--- src/rtl/dmem_arbiter.sv ---
// Two-port arbiter/sequencer in front of a single-ported data memory: IDLE grants, SERVE drives the memory, DONE acknowledges.
// Optional bounds check on the latched address is enabled by defining DMEM_ARB_BOUNDS_CHECK_EN (adds the err output).
module dmem_arbiter #(
    parameter int ADDR_W = 32,
    parameter int DATA_W = 32,
    parameter int DEPTH  = 100
) (
    input  logic              clk,
    input  logic              rst,
    input  logic              a_req,
    input  logic              a_we,
    input  logic [ADDR_W-1:0] a_addr,
    input  logic [DATA_W-1:0] a_wdata,
    output logic              a_ack,
    output logic [DATA_W-1:0] a_rdata,
    input  logic              b_req,
    input  logic              b_we,
    input  logic [ADDR_W-1:0] b_addr,
    input  logic [DATA_W-1:0] b_wdata,
    output logic              b_ack,
    output logic [DATA_W-1:0] b_rdata,
    output logic [ADDR_W-1:0] mem_addr,
    output logic [DATA_W-1:0] mem_wdata,
    output logic              mem_we,
    input  logic [DATA_W-1:0] mem_rdata,
    output logic              busy,
    output logic              owner,
`ifdef DMEM_ARB_BOUNDS_CHECK_EN
    output logic              err,
`endif
    output logic [1:0]        dbg_state
);

    // Handshake: a master holds req until it sees its one-cycle ack; a req
    // still high in the IDLE cycle after DONE starts a new transaction.
    typedef enum logic [1:0] {
        IDLE  = 2'd0,
        SERVE = 2'd1,
        DONE  = 2'd2
    } state_t;

    localparam logic [ADDR_W-1:0] DEPTH_A = ADDR_W'(DEPTH);

    state_t              state_q, state_d;
    logic [ADDR_W-1:0]   addr_q, addr_d;
    logic [DATA_W-1:0]   wdata_q, wdata_d;
    logic [DATA_W-1:0]   rdata_q, rdata_d;
    logic                we_q, we_d;
    logic                owner_q, owner_d;
    logic                last_grant_q, last_grant_d;
    logic                grant_b;
    logic                chk_en;
    logic                oor;

`ifdef DMEM_ARB_BOUNDS_CHECK_EN
    assign chk_en = 1'b1;
`else
    assign chk_en = 1'b0;
`endif
    assign oor = chk_en & (addr_q >= DEPTH_A);

    always_ff @(posedge clk or negedge rst) begin
        if (!rst) begin
            state_q      <= IDLE;
            addr_q       <= '0;
            wdata_q      <= '0;
            rdata_q      <= '0;
            we_q         <= 1'b0;
            owner_q      <= 1'b0;
            last_grant_q <= 1'b1;
        end else begin
            state_q      <= state_d;
            addr_q       <= addr_d;
            wdata_q      <= wdata_d;
            rdata_q      <= rdata_d;
            we_q         <= we_d;
            owner_q      <= owner_d;
            last_grant_q <= last_grant_d;
        end
    end

    always_comb begin
        state_d      = state_q;
        addr_d       = addr_q;
        wdata_d      = wdata_q;
        rdata_d      = rdata_q;
        we_d         = we_q;
        owner_d      = owner_q;
        last_grant_d = last_grant_q;
        grant_b      = 1'b0;
        case (state_q)
            IDLE: begin
                if (a_req || b_req) begin
                    // On a tie the port that did not win last time goes first.
                    grant_b      = b_req && (!a_req || !last_grant_q);
                    addr_d       = grant_b ? b_addr  : a_addr;
                    wdata_d      = grant_b ? b_wdata : a_wdata;
                    we_d         = grant_b ? b_we    : a_we;
                    owner_d      = grant_b;
                    last_grant_d = grant_b;
                    state_d      = SERVE;
                end
            end
            SERVE: begin
                // Sampled at the same edge the write commits, so a write returns the old word.
                rdata_d = oor ? '0 : mem_rdata;
                state_d = DONE;
            end
            DONE:    state_d = IDLE;
            default: state_d = IDLE;
        endcase
    end

    always_comb begin
        mem_addr  = addr_q;
        mem_wdata = wdata_q;
        mem_we    = (state_q == SERVE) && we_q && !oor;
        a_ack     = (state_q == DONE) && !owner_q;
        b_ack     = (state_q == DONE) && owner_q;
        a_rdata   = a_ack ? rdata_q : '0;
        b_rdata   = b_ack ? rdata_q : '0;
        busy      = (state_q != IDLE);
        owner     = owner_q;
        dbg_state = state_q;
`ifdef DMEM_ARB_BOUNDS_CHECK_EN
        err       = (state_q == DONE) && oor;
`endif
    end

endmodule

--- config.mk ---
export PLATFORM = sky130hd
export DESIGN_NAME = dmem_arbiter
export DESIGN_NICKNAME = d
export VERILOG_FILES = /design/src/rtl/dmem_arbiter.sv
export SDC_FILE = /design/constraint.sdc
export NUM_CORES = 1
export LEC_CHECK = 0
export BUFFER_PORTS_ARGS = -buffer_cell sky130_fd_sc_hd__buf_2
export CAP_MARGIN = 20
export CORE_MARGIN = 10
export CORE_UTILIZATION = 40
export DETAILED_ROUTE_END_ITERATION = 8
export GPL_TIMING_DRIVEN = 0
export PLACE_DENSITY = 0.75
export SYNTH_ARGS = -nofsm -noshare
export SYNTH_HDL_FRONTEND = slang
export SYNTH_SLANG_ARGS = --single-unit
--- constraint.sdc ---
create_clock -name clk -period 1.57 [get_ports clk]
set_input_delay 0.3925 -clock clk [delete_from_list [all_inputs] [get_ports clk]]
set_output_delay 0.3925 -clock clk [all_outputs]
set_load 0.1 [all_outputs]
==> metrics <==
Slew HR=0.5905; Startpoint Class=flop; RSZ-0062 raised after global routing=yes; Worst-path clk slew=around 0.06 ns; TritonCTS clock tree=done; Worst Setup Path Type=reg2out; CTS Buf Count=9; DR WL/cell=21.55 µm; status=finished with violations; CP delay by family, top=flip-flops; Finished Layout Cells=883; total track usage=0.2051; Period minus WS final=2.096 ns; Seq/Total Area, Yosys=0.4827; Worst path max stage delay=0.51 ns; Hold-fix buffers, CTS=0; grt ovf=0; largest net degree at the start of global routing=56; Via density=4.844; post-route DRC violation count=0; Yosys top cell area share=0.4777; Worst Slack Setup Final=-0.5259 ns; Fillers=760; DRT iter0 DRCs=144; Avg Inst Size Synth=roughly 14 µm²; crit-path max FO=10; Post-Syn Instances=363; Routed Antenna Nets=0; worst-margin pin slew=slightly above 0.6 ns; register area=2540 µm²; die span in y=134.4 µm; violated checks=negative setup slack; CP Depth=5; commonest non-fill, non-tap cells in the layout=buf_2, mux2_4, dfrtp_1; Final setup viols=135; hold slack=a little under 0.06 ns; initial antenna violation count=0; period utilization=1.335; reg2reg setup slack=-0.29 ns; clk sinks=101; drt total wl=19030 µm; Worst Reg-to-Reg Cells=7; total number of vias=between 4000 and 5000; Worst Path Required=between 1 and 1.5 ns; layout cells sized above 1=0.8537; Slowest cell on crit path=dfrtp_4; CP cell instances=nor3b_4 -> buf_6 -> clkbuf_16 -> and2_4 -> buf_12; Hold Crit Class=in2async; Worst-Skew Late Latency=0.34 ns; Clock Skews=0.002921 ns; EDFF count, synth=0; Hold Violations, Final=0; yosys warns=0; Post-DP HPWL=13490 µm; number of unique standard cell types used by synthesis=18; Area Growth Syn to Fin=78.39%; Die Span X=134.4 µm; most common cell after layout, fill and taps aside=buf_2; first-pass GRT wire length=between 20000 and 30000 µm; #FFs+latches synth=roughly 100; area leader, netlist=dfrtp_1; async set-reset flop share out of synthesis=1.000; Setup crit end kind=primary output; FP Rows=41; CP Data Arrival Time=roughly 1.7 ns; core area=12720 µm²; fin nets=872; Slew Limit Fails=0; Initial Util=0.4118; Mapped Nets=roughly 530; Inst Count DP=836; DRT Pass-1 Iters=4; Buffers on Ports=300; crit path buf inv count=3; GPL Wtd Cong=0.8421; top cells by area, synth=dfrtp_1, mux2_2, mux2_4; Root Driver=clkbuf_16; num ports=301; area of the multi-input gates=2865 µm²; die area=18070 µm²; max-cap violation count=0; Clock Path Buffers=2; H-Tree Depth=3; mapped cell area=5239 µm²; Inserted Diodes=0; maximum clock rate=477.1 MHz; vias in the first global route=5117; Main synth FF type=dfrtp_1
## kinds of logic after synthesis
logic type             count (synthesis)  synth area share
buffers and inverters                 26           0.03057
and+or+nand+nor                       69           0.08240
DFF                                  101            0.4827
AOI/OAI and AO/OA                      5          0.006689
muxes                                162            0.3977
## layer usage
layer  track usage  wire length [µm]
met1        0.2204              7359
met4       0.06530               321
met2        0.3658              9790
met5             0                 0
met3       0.07356              1561
## Yosys cell counts (2+ instances only)
library cell,n
and2_1,65
buf_2,8
buf_4,4
buf_6,5
clkbuf_1,7
dfrtp_1,100
inv_1,2
mux2_2,93
mux2_4,69
nor3b_1,2
## sequential cells by signal, summed over array words and instances, names as in the netlist
| signal | flops |
|---|---|
| dbg_state | 2 |
| last_grant_q | 1 |
| mem_addr | 32 |
| mem_wdata | 32 |
| owner | 1 |
| rdata_q | 32 |
| we_q | 1 |
## worst reg2reg max path: stages, from the launching register on
cell and delay [ns]:
dfrtp_4 0.51, buf_4 0.16, nor2_4 0.10, buf_6 0.12, o21a_4 0.18, buf_8 0.13
bufbuf_16 0.26, mux2_4 0.29
## per-stage QoR
step,setup TNS [ns],util,setup WS (ns),area (µm²)
final,-47.11,0.7346,-0.5259,9345
after global placement,-146.97,0.5762,-1.263,7331
after floorplan,-35.61,-,-0.3832,5614
after global routing,-53.98,0.7346,-0.5678,9345
after CTS,-45.55,0.7179,-0.5161,9134
after detailed placement,-52.51,0.5786,-0.5201,7361
## final cells by class
cell class / instances / area share
multi-input combinational: 236 / 0.3066
buffer: 21 / 0.03869
clock inverter: 1 / 0.003213
sequential: 101 / 0.2718
timing repair buffer: 335 / 0.3259
inverter: 2 / 0.001071
tap: 172 / 0.02303
clock buffer: 15 / 0.02972
## what timing repair did
| item | CTS | global route |
|---|---|---|
| pin swaps | 4 | 2 |
| endpoints found under the setup margin | 138 | 177 |
| resized for setup | 329 | 38 |
| cloned | 5 | 3 |
| buffers inserted | 20 | 6 |
## path summary, 6_finish.rpt
path,start,endpoint
min in group clk,a_req,last_grant_q
hold reg to reg,mem_addr[24],mem_addr[24]
setup / recovery,dbg_state[0],b_rdata[17]
setup reg to reg,dbg_state[0],mem_wdata[11]
max in group asynchronous,rst,last_grant_q
hold / removal,rst,rdata_q[17]
Power is not shown: default switching activity piles up to over one toggle a cycle in this logic, so the estimate is an artifact.
